`config.mk`:
```
export PLATFORM = sky130hd
export DESIGN_NAME = spm_arbiter
export DESIGN_NICKNAME = d
export VERILOG_FILES = /design/src/rtl/spm_arb_pkg.sv /design/src/rtl/spm_arb_starve_ctr.sv /design/src/rtl/spm_arbiter.sv
export SDC_FILE = /design/constraint.sdc
export NUM_CORES = 1
export LEC_CHECK = 0
export ABC_AREA = 1
export CORE_AREA = 2 2 140 142
export DETAILED_ROUTE_END_ITERATION = 6
export DIE_AREA = 0 0 142 144
export SETUP_SLACK_MARGIN = 0.1
export SLEW_MARGIN = 20
export SYNTH_ARGS = -nofsm -noshare
export SYNTH_HDL_FRONTEND = slang
export SYNTH_SLANG_ARGS = --single-unit
```
`constraint.sdc`:
```
create_clock -name clk -period 3.2 [get_ports clk]
set_clock_uncertainty 0.05 [all_clocks]
set_input_delay 0.64 -clock clk [delete_from_list [all_inputs] [get_ports clk]]
set_output_delay 0.64 -clock clk [all_outputs]
set_load 0.005 [all_outputs]
```
`src/rtl/spm_arb_pkg.sv`:
```
// Shared types and constants for the scratch-pad memory arbiter.
package spm_arb_pkg;

  // Read/write encodings on the SPM command bus, matching the global bus defines.
  localparam logic READ  = 1'b1;
  localparam logic WRITE = 1'b0;

  // Width of the IF starvation counter.
  localparam int CNT_W = 4;

  // Owner of the read whose data returns on the following cycle.
  typedef enum logic [1:0] {
    OWN_NONE = 2'd0,
    OWN_IF   = 2'd1,
    OWN_MEM  = 2'd2,
    OWN_DBG  = 2'd3
  } owner_e;

  // Run/drain/halt sequencer states.
  typedef enum logic [1:0] {
    MODE_RUN   = 2'd0,
    MODE_DRAIN = 2'd1,
    MODE_HALT  = 2'd2
  } mode_e;

endpackage : spm_arb_pkg

```
`src/rtl/spm_arb_starve_ctr.sv`:
```
// IF starvation counter. Counts RUN cycles in which IF asks for the SPM and
// loses to MEM. Once it reaches STARVE_LIMIT, IF is promoted above MEM for
// that cycle. Only built when SPM_ARB_FAIRNESS_EN is defined.
module spm_arb_starve_ctr
  import spm_arb_pkg::*;
#(
  parameter int STARVE_LIMIT = 4
) (
  input  logic clk,
  input  logic reset,
  input  logic run_i,
  input  logic if_req_i,
  input  logic if_gnt_i,
  output logic promote_o
);

  localparam logic [CNT_W-1:0] LIMIT = CNT_W'(STARVE_LIMIT);

  logic [CNT_W-1:0] cnt_q, cnt_d;

  // Next count: clear outside RUN or when IF wins, otherwise count denials up to the limit.
  always_comb begin
    // NOTE: every combinational output gets a default first so no path leaves it unassigned (no latch).
    cnt_d = cnt_q;
    if (!run_i || if_gnt_i) begin
      cnt_d = '0;
    end else if (if_req_i && (cnt_q != LIMIT)) begin
      cnt_d = cnt_q + 1'b1;
    end
  end

  // Counter register with synchronous reset.
  always_ff @(posedge clk) begin
    // NOTE: sequential state uses non-blocking assignments so all flops update together at the edge.
    if (reset) cnt_q <= '0;
    else       cnt_q <= cnt_d;
  end

  assign promote_o = (cnt_q == LIMIT);

endmodule : spm_arb_starve_ctr

```
`src/rtl/spm_arbiter.sv`:
```
// Per-cycle arbiter for the single-ported scratch-pad memory shared by
// instruction fetch (IF), load/store (MEM) and the debug port (DBG).
// A RUN/DRAIN/HALT sequencer lets an in-flight CPU read return before debug
// gets the port. Define SPM_ARB_FAIRNESS_EN to promote a starved IF over MEM.
module spm_arbiter
  import spm_arb_pkg::*;
#(
  parameter int ADDR_W       = 30,
  parameter int DATA_W       = 32,
  parameter int STARVE_LIMIT = 4
) (
  input  logic              clk,
  input  logic              reset,
  input  logic              cpu_en,
  input  logic              if_req,
  input  logic [ADDR_W-1:0] if_addr,
  output logic              if_gnt,
  output logic              if_stall,
  output logic              if_rvalid,
  output logic [DATA_W-1:0] if_rdata,
  input  logic              mem_req,
  input  logic              mem_rw,
  input  logic [ADDR_W-1:0] mem_addr,
  input  logic [DATA_W-1:0] mem_wdata,
  output logic              mem_gnt,
  output logic              mem_stall,
  output logic              mem_rvalid,
  output logic [DATA_W-1:0] mem_rdata,
  input  logic              dbg_req,
  input  logic              dbg_rw,
  input  logic [ADDR_W-1:0] dbg_addr,
  input  logic [DATA_W-1:0] dbg_wdata,
  output logic              dbg_gnt,
  output logic              dbg_rvalid,
  output logic [DATA_W-1:0] dbg_rdata,
  output logic              spm_as_,
  output logic              spm_rw,
  output logic [ADDR_W-1:0] spm_addr,
  output logic [DATA_W-1:0] spm_wdata,
  input  logic [DATA_W-1:0] spm_rdata
);

  if ((STARVE_LIMIT < 1) || (STARVE_LIMIT > 15)) begin : g_bad_limit
    $error("spm_arbiter: STARVE_LIMIT must be in 1..15");
  end

  mode_e  state_q;
  owner_e owner_q, owner_d;
  logic   promote;
  logic   rd_issue;

`ifdef SPM_ARB_FAIRNESS_EN
  spm_arb_starve_ctr #(
    .STARVE_LIMIT (STARVE_LIMIT)
  ) u_starve_ctr (
    .clk       (clk),
    .reset     (reset),
    .run_i     (state_q == MODE_RUN),
    .if_req_i  (if_req),
    .if_gnt_i  (if_gnt),
    .promote_o (promote)
  );
`else
  assign promote = 1'b0;
`endif

  // Grant selection from the current mode and requests; one grant at most.
  always_comb begin
    if_gnt  = 1'b0;
    mem_gnt = 1'b0;
    dbg_gnt = 1'b0;
    unique case (state_q)
      MODE_RUN: begin
        if (promote && if_req) if_gnt  = 1'b1;
        else if (mem_req)      mem_gnt = 1'b1;
        else if (if_req)       if_gnt  = 1'b1;
      end
      MODE_HALT: dbg_gnt = dbg_req;
      default:   ;
    endcase
  end

  // Drive the SPM command from the winner and note who owns the returning read.
  always_comb begin
    spm_as_   = 1'b1;
    spm_rw    = READ;
    spm_addr  = '0;
    spm_wdata = '0;
    owner_d   = OWN_NONE;
    if (if_gnt) begin
      spm_as_  = 1'b0;
      spm_addr = if_addr;
      owner_d  = OWN_IF;
    end else if (mem_gnt) begin
      spm_as_   = 1'b0;
      spm_rw    = mem_rw;
      spm_addr  = mem_addr;
      spm_wdata = mem_wdata;
      if (mem_rw == READ) owner_d = OWN_MEM;
    end else if (dbg_gnt) begin
      spm_as_   = 1'b0;
      spm_rw    = dbg_rw;
      spm_addr  = dbg_addr;
      spm_wdata = dbg_wdata;
      if (dbg_rw == READ) owner_d = OWN_DBG;
    end
  end

  // A read issued this cycle is still in flight after the coming edge.
  assign rd_issue = (owner_d != OWN_NONE);

  // Mode sequencer and read-owner register.
  always_ff @(posedge clk) begin
    // NOTE: reset is synchronous and clears the owner, so a read in flight at reset never returns.
    if (reset) begin
      state_q <= MODE_HALT;
      owner_q <= OWN_NONE;
    end else begin
      owner_q <= owner_d;
      unique case (state_q)
        MODE_RUN: begin
          if (!cpu_en) state_q <= rd_issue ? MODE_DRAIN : MODE_HALT;
        end
        MODE_DRAIN: state_q <= MODE_HALT;
        MODE_HALT: begin
          if (cpu_en) state_q <= MODE_RUN;
        end
        default: state_q <= MODE_HALT;
      endcase
    end
  end

  assign if_stall  = if_req  & ~if_gnt;
  assign mem_stall = mem_req & ~mem_gnt;

  // Response steering: only the registered owner sees valid data, and never during reset.
  assign if_rvalid  = ~reset & (owner_q == OWN_IF);
  assign mem_rvalid = ~reset & (owner_q == OWN_MEM);
  assign dbg_rvalid = ~reset & (owner_q == OWN_DBG);
  assign if_rdata   = if_rvalid  ? spm_rdata : '0;
  assign mem_rdata  = mem_rvalid ? spm_rdata : '0;
  assign dbg_rdata  = dbg_rvalid ? spm_rdata : '0;

endmodule : spm_arbiter

```
==> out/summary.txt <==
Outcome -> finished, final reports clean
Num ports -> 362
H-tree depth -> 1
Fraction of layout instances using a drive strength above 1 -> 7.68%
Grt ovf -> 0
R2R setup slack -> 1.92 ns
Initial Utilization -> 9.91%
Routed WL per cell -> 14.0 microns
Final Core Density -> 30.7%
Simple-gate share of the synthesized area -> 57.0%
Crit path time final -> 3.05 ns
Clk buf depth -> 2
Clock Latency Late Sink -> 0.22 ns
Design area -> 5860 sq um
Area leader, netlist -> nor2_1
Leakage -> 0.00246 uW
R2R depth -> 8
Cts-stage hold buffer count -> 0
First-pass GRT wire length -> 18300 microns
Fin. Hold Viols -> 0
Post-route ant nets -> 0
PwrDens -> 158 nW/um^2
Placer Congestion -> 0.707
Die Width -> 142 microns
Die H -> 144 microns
Worst-path clk slew -> 0.03 ns
Top cells by area, synth -> nor2_1 20%, nand2_1 17%, a22o_1 15%
Area Growth Syn to Fin -> 210%
CP arrival -> 2.36 ns
Crit path kind -> input pin to primary output
Synth top area share -> 20.1%
Routed vias -> 3557
Min-Delay Startpoint -> state_q[0]$_SDFFE_PP0P_
Fin crit share -> 95.4%
Crit path max fanout -> 32
TNS Setup -> 0 ns
Yosys reg bits -> 4
Peak VDD IR -> 0.111 mV
Floorplan core area -> 19100 sq um
WHS Endpoint -> state_q[0]$_SDFFE_PP0P_
Initial DRC count -> 123
Critical R2R Capture -> state_q[1]$_SDFFE_PP1P_
Crit. End Element -> primary output
Final net count -> 899
Rel. slew slack -> 78.6%
Multi-input logic area -> 1370 sq um
Mapped Area -> 1890 sq um
Worst slew pin tran -> 0.321 ns
Slew Limit Fails -> 0
Die ar. -> 20400 sq um
Tot Pwr -> 926 uW
Final wirelength -> 13200 microns
Fraction of the yosys area taken by sequential cells -> 4.24%
Sink Count -> 4
Sequential Area -> 80.1 sq um
HPWL after DPL -> 11600 microns
WP data required -> 2.51 ns
Total GRT Usage -> 11.3%
Min Hold Slack -> 0.600 ns
R2R Path Start -> state_q[1]$_SDFFE_PP1P_
Final setup vio count -> 0
RSZ-0062 raised after global routing -> true
First-pass DRT Iterations -> 4
Port Buffers -> 361
Net Count, Synth -> 541
Synth Area in Adders -> 0%
Placed cell area -> 5720 sq um
CTS tree -> built
Root buffer cell -> clkbuf_16
Synth Area in Compound Gates -> 15.2%
Worst hold path stage count -> 3
Syn avg cell area -> 5.45 sq um
Inserted Clock Buffers -> 3
Post-synthesis cell count -> 347
Number of global-route vias before repair -> 3366
Pin count of the biggest net entering global routing -> 36
Inserted Diodes -> 0
Std cell rows -> 51
Post-route DRC -> 0
Fmax -> 0.327 GHz
Filler cells -> 2060
Yosys cell types -> 22
Max cap viols -> 0
Xor/xnor share of the synthesized area -> 0%
Main combinational cell family by area after synthesis -> simple AND/OR/NAND/NOR gates
HP Class -> flip-flop to flip-flop
Avg Vias per Cell -> 3.78
Post-synthesis mux area share -> 0%
Initial antenna violation count -> 1
Synth Warn # -> 0
Setup crit start kind -> input pin
-- flip-flops by register name (all words and copies together) (netlist names) --
| name | flops |
|---|---|
| owner_q | 2 |
| state_q | 2 |
-- layout by cell type, fill, tap and decap left out, drive strengths merged --
cell	synthesis	routed
a22o	32	32
buf	24	14
clkbuf	0	4
clkdlybuf4s50	0	359
clkinv	0	1
dfxtp	4	4
dlygate4sd2	0	1
dlymetal6s2s	0	1
inv	46	46
nand2	99	99
nand3	33	33
nand3b	1	1
nand4	1	1
nor2	102	102
nor3	3	3
o21a	1	1
or2	1	1
-- cells by family (layout without fill, tap and decap cells) --
logic type,Yosys count,in the layout
flip-flops,4,4
buffers and inverters,70,426
AND/OR/NAND/NOR,240,240
AO/OA/AOI/OAI,33,33
-- cell type report --
| class | instances | area share, % |
|---|---|---|
| timing repair inverter | 1 | 0.107 |
| inverter | 46 | 3.41 |
| timing repair buffer | 376 | 65.4 |
| clock buffer | 3 | 1.28 |
| multi-input combinational | 273 | 23.4 |
| tap | 238 | 5.08 |
| sequential | 4 | 1.37 |
-- synth_stat cells --
cell / instances
nand2_2: 10
inv_6: 1
nor3_2: 3
inv_4: 2
nand3_1: 21
o21a_1: 1
nand3b_1: 1
buf_8: 1
inv_2: 3
buf_6: 20
nand2_4: 1
inv_1: 40
nand4_1: 1
nand2_1: 88
or2_2: 1
nor2_1: 101
nand3_4: 1
nor2_4: 1
buf_4: 3
dfxtp_1: 4
a22o_1: 32
nand3_2: 11
-- report_power, final --
part	internal (uW)	switching, uW	leakage, uW
Sequential	53.0	3.37	0.0000329
Combinational	447	228	0.00239
Clock	160	34.3	0.0000370
-- stage by stage --
stage	cells	setup slack, ns
after floorplan	347	1.31
after global placement	935	0.0996
after detailed placement	935	0.0769
after CTS	938	0.0988
after global routing	941	0.0539
final	941	0.146
-- timing repair --
action / CTS / global route
cloned: 0 / 2
gates resized for setup: 4 / 8
endpoints found under the setup margin: 2 / 73
setup buffers: 0 / 1
pin swaps: 0 / 2
-- worst max-delay path by stage --
stage	startpoint	endpoint	slack, ns	depth (start not counted)
after global routing	reset	if_rdata[21]	0.05	5
final	reset	mem_rdata[3]	0.15	5
after detailed placement	dbg_req	spm_addr[26]	0.08	7
after floorplan	reset	if_rdata[10]	1.31	4
after global placement	dbg_req	spm_addr[26]	0.1	7
after CTS	mem_req	spm_wdata[5]	0.1	6
-- routing by layer --
layer  up-vias  share of wire [%]  routed length, microns  GRT usage, %
met3         6                 11                    1400          3.74
met2       226                 49                    6520          20.7
met5         -              0.076                      10             0
met1      1531                 40                    5250          13.5
met4         2               0.13                      17         0.368
li1       1792                  -                       -             -
-- critical path: stages --
cell and delay, ns:
clkdlybuf4s50_1 0.50, nor3_2 0.32, inv_4 0.19, nor2_1 0.18
clkdlybuf4s50_1 0.52
(Power assumes the default switching activity.)
